[config.mk]
export PLATFORM = sky130hd
export DESIGN_NAME = sat_round_fp_pipe_flat
export DESIGN_NICKNAME = d
export VERILOG_FILES = /design/src/rtl/sat_round_fp_pipe_if.sv /design/src/rtl/sat_round_fp_pipe.sv /design/src/flat_wrapper.sv
export SDC_FILE = /design/constraint.sdc
export NUM_CORES = 1
export LEC_CHECK = 0
export CORE_MARGIN = 4
export CORE_UTILIZATION = 46
export DETAILED_ROUTE_END_ITERATION = 7
export DONT_BUFFER_PORTS = 1
export GPL_TIMING_DRIVEN = 0
export PLACE_DENSITY = 0.72
export SLEW_MARGIN = 20
export SYNTH_ARGS = -nofsm -noshare
export SYNTH_HDL_FRONTEND = slang
export SYNTH_SLANG_ARGS = --single-unit
[constraint.sdc]
create_clock -name i_clock -period 2.2 [get_ports i_clock]
set_input_delay 0.44 -clock i_clock [delete_from_list [all_inputs] [get_ports i_clock]]
set_output_delay 0.44 -clock i_clock [all_outputs]
set_load 0.005 [all_outputs]
[src/rtl/sat_round_fp_pipe_if.sv]
// Stream bus for sat_round_fp_pipe: valid/ready handshake, packed samples,
// rounding mode, per-channel saturation flags and saturation counter access.
interface sat_round_fp_pipe_if #(
  parameter int N_CH   = 2,
  parameter int NB_XI  = 32,
  parameter int NB_XO  = 16,
  parameter int NB_CNT = 16
) ();
  logic                    i_valid;
  logic [N_CH*NB_XI-1:0]   i_data;
  logic                    i_round;
  logic                    i_ready;
  logic                    i_clr_cnt;
  logic                    o_ready;
  logic                    o_valid;
  logic [N_CH*NB_XO-1:0]   o_data;
  logic [N_CH-1:0]         o_sat;
  logic [NB_CNT-1:0]       o_sat_count;

  modport slave (
    input  i_valid, i_data, i_round, i_ready, i_clr_cnt,
    output o_ready, o_valid, o_data, o_sat, o_sat_count
  );

  modport master (
    output i_valid, i_data, i_round, i_ready, i_clr_cnt,
    input  o_ready, o_valid, o_data, o_sat, o_sat_count
  );
endinterface

[src/rtl/sat_round_fp_pipe.sv]
// Two-stage multi-channel Qm.n requantizer with truncate/round-half-up and saturation.
// Define SAT_ROUND_FP_SAT_COUNTER_EN to build the saturation event counter.

module sat_round_fp_lane #(
  parameter int NB_XI  = 32,
  parameter int NBF_XI = 30,
  parameter int NB_XO  = 16,
  parameter int NBF_XO = 15
) (
  input  logic             i_clock,
  input  logic             i_rst_n,
  input  logic             i_adv,
  input  logic             i_v1,
  input  logic             i_round,
  input  logic [NB_XI-1:0] i_x,
  output logic [NB_XO-1:0] o_y,
  output logic             o_sat,
  output logic             o_sat_nxt
);
  localparam int W      = NB_XI + 1;
  localparam int NBI_XI = NB_XI - NBF_XI;
  localparam int WA     = NBI_XI + 1 + NBF_XO;

  logic [W-1:0]     s1_q, s1_d, rnd_add;
  logic [WA-1:0]    a;
  logic [NB_XO-1:0] y_c, y_q, y_d;
  logic             sat_c, sat_q, sat_d;

  if (NBF_XI > NBF_XO) begin : g_rnd
    assign rnd_add = i_round ? ({{(W-1){1'b0}}, 1'b1} << (NBF_XI - NBF_XO - 1)) : '0;
    // Bits below the output LSB only feed the rounding carry.
    logic unused_lsb;
    assign unused_lsb = ^s1_q[NBF_XI-NBF_XO-1:0];
  end else begin : g_nornd
    assign rnd_add = '0;
    logic unused_round;
    assign unused_round = i_round;
  end

  if (NBF_XI >= NBF_XO) begin : g_shr
    assign a = s1_q[W-1 -: WA];
  end else begin : g_shl
    assign a = {s1_q, {(NBF_XO-NBF_XI){1'b0}}};
  end

  if (WA > NB_XO) begin : g_sat
    logic in_rng;
    assign in_rng = (a[WA-1:NB_XO-1] == {(WA-NB_XO+1){a[WA-1]}});
    assign y_c    = in_rng ? a[NB_XO-1:0] : {a[WA-1], {(NB_XO-1){~a[WA-1]}}};
    assign sat_c  = ~in_rng;
  end else begin : g_ext
    assign y_c   = NB_XO'(signed'(a));
    assign sat_c = 1'b0;
  end

  assign o_sat_nxt = sat_c & i_v1;

  always_comb begin
    s1_d  = s1_q;
    y_d   = y_q;
    sat_d = sat_q;
    if (i_adv) begin
      s1_d  = {i_x[NB_XI-1], i_x} + rnd_add;
      y_d   = y_c;
      sat_d = o_sat_nxt;
    end
  end

  always_ff @(posedge i_clock) begin
    if (!i_rst_n) begin
      s1_q  <= '0;
      y_q   <= '0;
      sat_q <= 1'b0;
    end else begin
      s1_q  <= s1_d;
      y_q   <= y_d;
      sat_q <= sat_d;
    end
  end

  assign o_y   = y_q;
  assign o_sat = sat_q;
endmodule

module sat_round_fp_pipe #(
  parameter int NB_XI  = 32,
  parameter int NBF_XI = 30,
  parameter int NB_XO  = 16,
  parameter int NBF_XO = 15,
  parameter int N_CH   = 2,
  parameter int NB_CNT = 16
) (
  input logic               i_clock,
  input logic               i_rst_n,
  sat_round_fp_pipe_if.slave bus
);
  logic                        adv;
  logic [1:0]                  vld_pipe_q, vld_pipe_d;
  logic [N_CH-1:0][NB_XO-1:0]  y;
  logic [N_CH-1:0]             sat_q, sat_nxt;

  // The whole pipe stalls on downstream backpressure, so upstream ready is a wire.
  assign adv         = bus.i_ready;
  assign bus.o_ready = bus.i_ready;

  always_comb begin
    vld_pipe_d = vld_pipe_q;
    if (adv) vld_pipe_d = {vld_pipe_q[0], bus.i_valid};
  end

  always_ff @(posedge i_clock) begin
    if (!i_rst_n) vld_pipe_q <= '0;
    else          vld_pipe_q <= vld_pipe_d;
  end

  for (genvar k = 0; k < N_CH; k++) begin : g_lane
    sat_round_fp_lane #(
      .NB_XI(NB_XI), .NBF_XI(NBF_XI), .NB_XO(NB_XO), .NBF_XO(NBF_XO)
    ) u_lane (
      .i_clock   (i_clock),
      .i_rst_n   (i_rst_n),
      .i_adv     (adv),
      .i_v1      (vld_pipe_q[0]),
      .i_round   (bus.i_round),
      .i_x       (bus.i_data[k*NB_XI +: NB_XI]),
      .o_y       (y[k]),
      .o_sat     (sat_q[k]),
      .o_sat_nxt (sat_nxt[k])
    );
  end

  assign bus.o_valid = vld_pipe_q[1];
  assign bus.o_data  = y;
  assign bus.o_sat   = sat_q & {N_CH{vld_pipe_q[1]}};

`ifdef SAT_ROUND_FP_SAT_COUNTER_EN
  logic              sat_evt;
  logic [NB_CNT-1:0] cnt_q, cnt_d;

  assign sat_evt = adv & vld_pipe_q[0] & (|sat_nxt);

  // Clear wins over the old count, but a same-cycle event still lands as 1.
  always_comb begin
    cnt_d = cnt_q;
    if (bus.i_clr_cnt)                  cnt_d = sat_evt ? NB_CNT'(1) : '0;
    else if (sat_evt && (cnt_q != '1))  cnt_d = cnt_q + NB_CNT'(1);
  end

  always_ff @(posedge i_clock) begin
    if (!i_rst_n) cnt_q <= '0;
    else          cnt_q <= cnt_d;
  end

  assign bus.o_sat_count = cnt_q;
`else
  logic unused_cnt;
  assign unused_cnt      = bus.i_clr_cnt ^ (^sat_nxt);
  assign bus.o_sat_count = '0;
`endif
endmodule

[src/flat_wrapper.sv]
// flat-port wrapper written by rule: the top's interface ports become plain ports
module sat_round_fp_pipe_flat 
#(
  parameter int NB_XI  = 32,
  parameter int NBF_XI = 30,
  parameter int NB_XO  = 16,
  parameter int NBF_XO = 15,
  parameter int N_CH   = 2,
  parameter int NB_CNT = 16
)
  (i_clock, i_rst_n, bus_i_valid, bus_i_data, bus_i_round, bus_i_ready, bus_i_clr_cnt, bus_o_ready, bus_o_valid, bus_o_data, bus_o_sat, bus_o_sat_count);
  sat_round_fp_pipe_if #(.N_CH(N_CH), .NB_XI(NB_XI), .NB_XO(NB_XO), .NB_CNT(NB_CNT)) bus_i ();
  input logic i_clock;
  input logic i_rst_n;
  input wire logic [$bits(bus_i.i_valid)-1:0] bus_i_valid;
  input wire logic [$bits(bus_i.i_data)-1:0] bus_i_data;
  input wire logic [$bits(bus_i.i_round)-1:0] bus_i_round;
  input wire logic [$bits(bus_i.i_ready)-1:0] bus_i_ready;
  input wire logic [$bits(bus_i.i_clr_cnt)-1:0] bus_i_clr_cnt;
  output wire logic [$bits(bus_i.o_ready)-1:0] bus_o_ready;
  output wire logic [$bits(bus_i.o_valid)-1:0] bus_o_valid;
  output wire logic [$bits(bus_i.o_data)-1:0] bus_o_data;
  output wire logic [$bits(bus_i.o_sat)-1:0] bus_o_sat;
  output wire logic [$bits(bus_i.o_sat_count)-1:0] bus_o_sat_count;
  assign bus_i.i_valid = bus_i_valid;
  assign bus_i.i_data = bus_i_data;
  assign bus_i.i_round = bus_i_round;
  assign bus_i.i_ready = bus_i_ready;
  assign bus_i.i_clr_cnt = bus_i_clr_cnt;
  assign bus_o_ready = bus_i.o_ready;
  assign bus_o_valid = bus_i.o_valid;
  assign bus_o_data = bus_i.o_data;
  assign bus_o_sat = bus_i.o_sat;
  assign bus_o_sat_count = bus_i.o_sat_count;
  sat_round_fp_pipe #(.NB_XI(NB_XI), .NBF_XI(NBF_XI), .NB_XO(NB_XO), .NBF_XO(NBF_XO), .N_CH(N_CH), .NB_CNT(NB_CNT)) u_core (.i_clock(i_clock), .i_rst_n(i_rst_n), .bus(bus_i));
endmodule
# [Word-level counts from Yosys, hierarchy flattened]
# Index checks and enable logic that the tools add are counted.
[op_classes] add_sub_neg=2 eq_ne=2 n_mux=3 n_bitwise=7
[ops] operator="33-bit adder" count=2
[ops] operator="16-bit two-way mux" count=2
[ops] operator="15-bit two-way mux" count=1
[ops] operator="2-bit equality test" count=2
[ops] operator="1-bit inverter" count=4
[ops] operator="1-bit bitwise AND" count=2
[ops] operator="2-bit bitwise AND" count=1
[totals] register_bits=102 input_bits=70 out_inout_bits=52

# [Longest topological paths before layout]
# Gate-level depths: netlist (run 1).
[depth] word_depth=3 ltp_mapped=6 depth_no_buf=6

# [Hierarchy]
# Synthesis (run 1) repeated with hierarchy kept, for this count alone.
[unflattened] cells_unflattened=403 hier_area_um2=3378.2
[by_module_without_submodules] mod="sat_round_fp_lane (u_core.g_lane[1].u_lane)" instances=1 cells_per_inst=189 area_per_inst_um2=1581.5
[by_module_without_submodules] mod="sat_round_fp_lane (u_core.g_lane[0].u_lane)" instances=1 cells_per_inst=188 area_per_inst_um2=1580.3
[by_module_without_submodules] mod="sat_round_fp_pipe" instances=1 cells_per_inst=26 area_per_inst_um2=216.5

# [Worst setup path after synthesis (run 1)]
# OpenSTA, ideal clock, no wires.
[synth_timing] kind="input port to flip-flop" from="input bus_i_data[19]" to="register u_core.g_lane[0].u_lane.s1_q[31]" setup_ns=0.074 arrival_time_ns=1.646 required_time_ns=2.126 path_slack_ns=0.480 stages=5 cell_sequence="nand3_1 or4_1 buf_2 or3_1 a31oi_1"
[synth_via] elab_chain_cells=1
[synth_lines] element="start, declared" line="flat_wrapper.sv:16" rtl="input wire logic [$bits(bus_i.i_data)-1:0] bus_i_data;"
[synth_lines] element="33-bit adder" line="sat_round_fp_pipe.sv:63" rtl="s1_d = {i_x[NB_XI-1], i_x} + rnd_add;"
[synth_lines] element="end signal, assigned" line="sat_round_fp_pipe.sv:71" rtl="s1_q <= '0;"
[synth_lines] element="end signal, assigned" line="sat_round_fp_pipe.sv:75" rtl="s1_q <= s1_d;"
[synth_lines] element="end, declared" line="sat_round_fp_pipe.sv:24" rtl="logic [W-1:0] s1_q, s1_d, rnd_add;"
# No other way between the ends.
# A chain may end at the register's enable or synchronous reset.

==> flow_summary_export.csv, run 1 <==
group,metric,value,unit
outcome,status,"complete, no violations",
worst_setup_path,startpoint_type,"input port",
logic_synthesis,netlist_area,3360,um2
floorplan,dieWidth,93.5,um
cts,cts_root_buffer,"clkbuf_8",
global_route,globalRouteOverflowTotal,0,
power,p_switching,0.742,mW
worst_setup_path,required,2430,ps
floorplan,fp.dieH,93.5,um
global_route,grt_first_pass_wirelength,14.0,mm
power,finalPower,2.89,mW
final_layout,drive_gt1_share,8.43,%
logic_synthesis,synth_top_cell_area_share,42.8,%
cts,clk_latency,350,ps
worst_setup_path,critPathCapture,"u_core.g_lane[0].u_lane.s1_q[18]$_SDFFE_PN0P_",
worst_setup_path,worst-setup-path-type,"in -> reg",
cts,htree_levels,3,
cts,clock_path_buffers,2,
logic_synthesis,yosysUniqueCellTypes,33,
global_route,grt_use_total,20.2,%
detailed_routing,route.detailed.wl_per_inst,16.2,um
sta,worst_slew_pin_slew,592,ps
cts,cts-buffers-inserted,9,
logic_synthesis,synth_area_leader_cell,"dfxtp_1",
run,max-cap-violations,0,
detailed_routing,first_iter_violations,182,
cts,cts_resized,0,
global_route,antenna_found_initial,0,
logic_synthesis,synth_seq_cells,72,
sta,fin_crit,1730,ps
logic_synthesis,synth.area.top_cells,"dfxtp_1, o21ai_0, a21oi_1, buf_4, nand2_1",
final_layout,syn2layout_area_growth,11.7,%
power,ir_drop,0.310,mV
sta,rsz0062_at_grt,"false",
worst_setup_path,crit_path_end_kind,"register",
logic_synthesis,syn_avg_cell_area,8.25,um2
detailed_routing,viasPerCell,5.54,
sta,slew_headroom,60.6,%
worst_setup_path,path_max_fanout,10,
worst_setup_path,crit_arrival,1970,ps
final_layout,nNetsFinal,506,
floorplan,row_count,30,
sta,hold_viol,0,
detailed_routing,drt_pass1_iterations,4,
worst_setup_path,rrSetupSlack,650,ps
detailed_routing,ant_nets,0,
power,p_int,2.14,mW
power,p_comb_share,10.7,%
worst_setup_path,cp-startpoint,"bus_i_ready",
place,dp_hpwl,6.51,mm
worst_setup_path,worstReg2RegEnd,"u_core.g_lane[0].u_lane.o_y[12]$_SDFFE_PN0P_",
logic_synthesis,yosys_warnings,0,
detailed_routing,drc,0,
power,total_leakage_power,1.39,nW
cts,cts_tree,"yes",
detailed_routing,wl,8.68,mm
sta,max_clock_freq,577,MHz
cts,cts_setup_buffers,0,
sta,slew_violations,0,
sta,fin_tns_setup,0,ps
sta,fin_skew,6.66,ps
cts,clk_pin_slew,80,ps
final_layout,antenna_cells,0,
place,portBuffers,0,
worst_setup_path,r2r_cells,5,
power,p_clk_share,38.4,%
power,power_density,768,nW/um2
sta,setup_viol,0,
global_route,grt_max_degree,13,
worst_hold_path,min_path_type,"in -> reg",
place,gp_congestion,0.888,
logic_synthesis,seq_area_frac_synth,42.8,%
final_layout,n_fill_cell,672,
worst_setup_path,rr_startpoint,"u_core.g_lane[0].u_lane.s1_q[32]$_SDFFE_PN0P_",
power,p_sw_share,25.7,%
global_route,grt_pass1_vias,2747,
sta,fin_crit_sh,78.8,%
cts,cts.sinks,72,
logic_synthesis,synthCells,408,
floorplan,io_pins,122,
floorplan,die-area,8750,um2
cts,hold_buffers,0,
floorplan,core,6940,um2
floorplan,start_util,48.5,%
power,power_frac_seq,50.9,%
detailed_routing,via_count,2966,
[cell type report]
type / instances / area, um2 / area share (%)
Multi-Input combinational cell: 304 / 1740 / 46.3
Sequential cell: 72 / 1440 / 38.4
Buffer: 45 / 234 / 6.23
Clock buffer: 12 / 165 / 4.40
Tap cell: 96 / 120 / 3.20
Clock inverter: 4 / 51.3 / 1.37
Inverter: 2 / 7.51 / 0.200
[how the worst min path moves through the flow]
stage / cells after the start / start / to / slack (ps)
2_1_floorplan: 2 / u_core.g_lane[1].u_lane.s1_q[25]$_SDFFE_PN0P_ / u_core.g_lane[1].u_lane.o_y[10]$_SDFFE_PN0P_ / 430
3_3_place_gp: 2 / u_core.g_lane[1].u_lane.s1_q[17]$_SDFFE_PN0P_ / u_core.g_lane[1].u_lane.o_y[2]$_SDFFE_PN0P_ / 450
3_5_place_dp: 2 / u_core.g_lane[1].u_lane.s1_q[23]$_SDFFE_PN0P_ / u_core.g_lane[1].u_lane.o_y[8]$_SDFFE_PN0P_ / 450
4_1_cts: 2 / bus_i_data[61] / u_core.g_lane[1].u_lane.s1_q[29]$_SDFFE_PN0P_ / 250
5_1_grt: 2 / bus_i_data[31] / u_core.g_lane[0].u_lane.s1_q[32]$_SDFFE_PN0P_ / 260
6_report: 2 / bus_i_data[61] / u_core.g_lane[1].u_lane.s1_q[29]$_SDFFE_PN0P_ / 260
[power by group through the flow]
stage / Sequential, mW / Combinational, mW / Clock (mW)
2_1_floorplan: 1.48 / 0.242 / 0
3_3_place_gp: 1.50 / 0.297 / 0
3_5_place_dp: 1.50 / 0.304 / 0
4_1_cts: 1.47 / 0.308 / 1.13
5_1_grt: 1.48 / 0.352 / 1.17
6_report: 1.47 / 0.309 / 1.11
[logic make-up after synthesis]
logic type / count (synthesis) / share of synthesized area [%]
buf+inv: 47 / 7.18
simple gates: 113 / 18.4
xor+xnor: 24 / 6.25
fa+ha+maj: 2 / 0.744
mux: 6 / 1.79
compound gates: 143 / 22.7
flops: 72 / 42.8
other cells: 1 / 0.111
[per-stage QoR]
step	utilization, %	hold WS [ps]	worst slack, ps	instance area (um2)	cells
detailed placement	51.0	446	90.8	3540	519
global route	54.1	257	299	3760	535
finish	54.1	260	467	3760	535
CTS	54.1	250	452	3760	535
floorplan	-	431	480	3420	423
global placement	51.0	448	143	3540	519
[critical path, stage by stage]
cell and delay (ps):
clkbuf_1 340, buf_1 520, clkbuf_1 430, nand2_1 100, o211a_1 130
[sequential cells by signal, indices dropped and copies added, names as in the netlist]
register,flops
u_core.g_lane.u_lane.o_sat,2
u_core.g_lane.u_lane.s1_q,36
u_core.vld_pipe_q,2
u_core.g_lane.u_lane.o_y,32
[cell usage after synthesis]
library cell	n
a21boi_0	2
a21oi_1	35
a31oi_1	17
and2_1	5
and3_1	6
and4_1	3
buf_1	1
buf_2	1
buf_4	17
clkbuf_1	26
conb_1	1
dfxtp_1	72
ha_1	2
inv_1	2
mux2i_1	6
nand2_1	33
nand2b_1	3
nand3_1	16
nand3_4	1
nand3b_1	8
nand4_1	7
nor2_1	5
nor2b_1	6
nor3_1	3
nor4_1	5
o211a_1	4
o21a_1	1
o21ai_0	84
or2_2	2
or3_1	9
or4_1	1
xnor2_1	13
xor2_1	11
[routing by layer]
metal | up-vias | wire length, um | GRT usage (%) | part of all wire (%)
met5 | - | 0 | 0 | 0
met4 | 0 | 167 | 8.42 | 1.9
met3 | 15 | 706 | 5.63 | 8.1
met2 | 95 | 4220 | 33.9 | 49
met1 | 1372 | 3590 | 24.3 | 41
li1 | 1484 | - | - | -
[cells in the final DEF (no fill, tap or decap), types with 4 or more instances in the layout]
cell type,n
nor2b_1,6
nor4_1,5
nand3b_1,8
conb_1,16
xor2_1,11
clkbuf_1,26
dfxtp_1,72
buf_4,17
nand2_1,33
a31oi_1,17
a21oi_1,35
clkbuf_8,12
nand3_1,16
and3_1,6
or3_1,9
o21ai_0,84
and2_1,5
mux2i_1,6
nor2_1,5
nand4_1,7
o211a_1,4
xnor2_1,13
Note: power is estimated with default switching activity, not from simulation.
==> run 2, diff against run 1 <==
- clock period: 2.2 -> 1.6 ns (I/O delays scaled with it)
==> run 2 against run 1 <==
Against the previous run: critical path depth is the same; design area grew 0.73%; register-to-register slack lost 480 ps; clock-buffer cell count is the same; critical path type unchanged.
==> flow_summary_export.csv, run 2 (synthesis results as in run 1) <==
group,metric,value,unit
worst_setup_path,crit_path_end_kind,"register",
sta,fin_crit_sh,91.0,%
outcome,status,"complete, no violations",
global_route,globalRouteOverflowTotal,0,
worst_setup_path,worst-setup-path-type,"in -> reg",
worst_setup_path,path_max_fanout,9,
final_layout,largest_register_ffs,36,
cts,cts.sinks,72,
final_layout,nNetsFinal,505,
global_route,grt_pass1_vias,2727,
worst_setup_path,critPathCapture,"u_core.g_lane[1].u_lane.s1_q[31]$_SDFFE_PN0P_",
place,portBuffers,0,
cts,clk_pin_slew,80,ps
floorplan,fp.dieH,93.5,um
sta,holdWs,141,ps
sta,setup_viol,0,
sta,fin_crit,1460,ps
worst_setup_path,crit_chain,"and4_1, clkbuf_1, nand4_1, or3_1, a31oi_1",
worst_setup_path,r2r_cells,4,
power,total_leakage_power,1.40,nW
detailed_routing,ant_nets,0,
floorplan,dieWidth,93.5,um
detailed_routing,route.detailed.wl_per_inst,16.0,um
detailed_routing,wl,8.53,mm
worst_setup_path,crit_arrival,1730,ps
worst_setup_path,crit_buf_inv,1,
sta,fin_tns_setup,0,ps
detailed_routing,drc,0,
floorplan,core,6940,um2
run,max-cap-violations,0,
worst_hold_path,min_path_type,"in -> reg",
sta,worst_slew_pin_slew,547,ps
worst_setup_path,startpoint_type,"input port",
power,power_density,1090,nW/um2
detailed_routing,first_iter_violations,311,
place,dp_hpwl,6.42,mm
cts,cts_tree,"yes",
worst_setup_path,crit_cells,5,
worst_setup_path,required,1870,ps
worst_setup_path,crit_path_max_incr_delay,460,ps
worst_setup_path,rrSetupSlack,170,ps
detailed_routing,via_count,2954,
global_route,grt_first_pass_wirelength,13.8,mm
floorplan,start_util,48.5,%
worst_setup_path,rr_startpoint,"u_core.g_lane[0].u_lane.s1_q[32]$_SDFFE_PN0P_",
sta,slew_headroom,63.5,%
cts,htree_levels,3,
detailed_routing,drt_pass1_iterations,4,
final_layout,syn2layout_area_growth,12.5,%
detailed_routing,viasPerCell,5.53,
floorplan,row_count,30,
cts,cts-buffers-inserted,9,
cts,clk_latency,340,ps
cts,cts_root_buffer,"clkbuf_8",
worst_hold_path,worstHoldStart,"bus_i_data[61]",
global_route,grt_max_degree,13,
final_layout,final_cell_mix,"o21ai_0, dfxtp_1, a21oi_1, nand2_1, clkbuf_1",
sta,slew_violations,0,
worst_setup_path,cp-startpoint,"bus_i_data[51]",
cts,clock_path_buffers,2,
global_route,grt_use_total,19.8,%
final_layout,top_register,"u_core.g_lane.u_lane.s1_q",
power,ir_drop,0.426,mV
final_layout,drive_gt1_share,9.13,%
sta,rsz0062_at_grt,"false",
global_route,antenna_found_initial,0,
final_layout,antenna_cells,0,
final_layout,layout_commonest_cell,"o21ai_0",
sta,fin_skew,7.78,ps
worst_setup_path,worstReg2RegEnd,"u_core.g_lane[0].u_lane.o_y[11]$_SDFFE_PN0P_",
sta,hold_viol,0,
floorplan,io_pins,122,
worst_setup_path,crit_family,"simple AND/OR/NAND/NOR gates",
sta,max_clock_freq,687,MHz
floorplan,die-area,8750,um2
place,gp_congestion,0.850,
worst_setup_path,crit_slowest_cell,"or3_1",
-- run 2: metrics by stage --
step	worst slack (ps)	cell area [um2]	utilization, %	power [mW]	cells
floorplan	11.8	3430	-	2.36	423
global placement	-345	3550	51.1	2.47	519
detailed placement	-389	3550	51.1	2.48	519
CTS	73.5	3790	54.5	4.14	535
global route	20.2	3780	54.5	4.30	534
finish	145	3780	54.5	4.13	534
-- run 2: worst min path at each step --
stage | to | slack (ps) | cells past startpoint
after global routing | u_core.g_lane[0].u_lane.s1_q[32]$_SDFFE_PN0P_ | 140 | 2
after floorplan | u_core.g_lane[1].u_lane.o_y[10]$_SDFFE_PN0P_ | 430 | 2
after CTS | u_core.g_lane[1].u_lane.s1_q[29]$_SDFFE_PN0P_ | 140 | 2
after global placement | u_core.g_lane[1].u_lane.o_y[2]$_SDFFE_PN0P_ | 450 | 2
final | u_core.g_lane[1].u_lane.s1_q[29]$_SDFFE_PN0P_ | 140 | 2
after detailed placement | u_core.g_lane[1].u_lane.o_y[4]$_SDFFE_PN0P_ | 450 | 2
-- run 2: cell type report --
cell class,instances,area (um2)
fillers,664,3160
multi-input cells,304,1740
flip-flops and latches,72,1440
plain buffers,44,233
clock buffers,12,165
well taps,96,120
clock inverters,4,75.1
inverters,2,7.51
-- run 2: timing repair --
action / CTS / global route
hold endpoints to repair: 0 / 0
hold buffers: 0 / 0
setup endpoints to repair: 3 / 7
setup buffers: 0 / 0
resized for setup: 1 / 2
-- run 2: worst reg2reg max path: stages (launching register included) --
cell and delay (ps):
dfxtp_1 360, and3_1 310, nor2_1 380, o21ai_0 140, o21ai_0 180
-- run 2: layer usage --
metal	part of all wire [%]	track usage [%]	vias up	routed length, um
li1	-	-	1474	-
met1	42	25.9	1344	3580
met2	45	31.0	121	3870
met3	11	6.03	15	900
met4	2.1	6.84	0	176
met5	0	0	-	0
-- run 2: power breakdown --
part           total [mW]  internal (mW)  switching (mW)  leakage (nW)
Sequential           2.02           1.93          0.0949         0.597
Combinational       0.425          0.174           0.250         0.690
Clock                1.68           1.01           0.674         0.115
==> run 3, diff against run 2 <==
- SLEW_MARGIN: 20 -> default
==> results of run 3 <==
No change in the layout: final DEF, timing and power equal those of run 2.
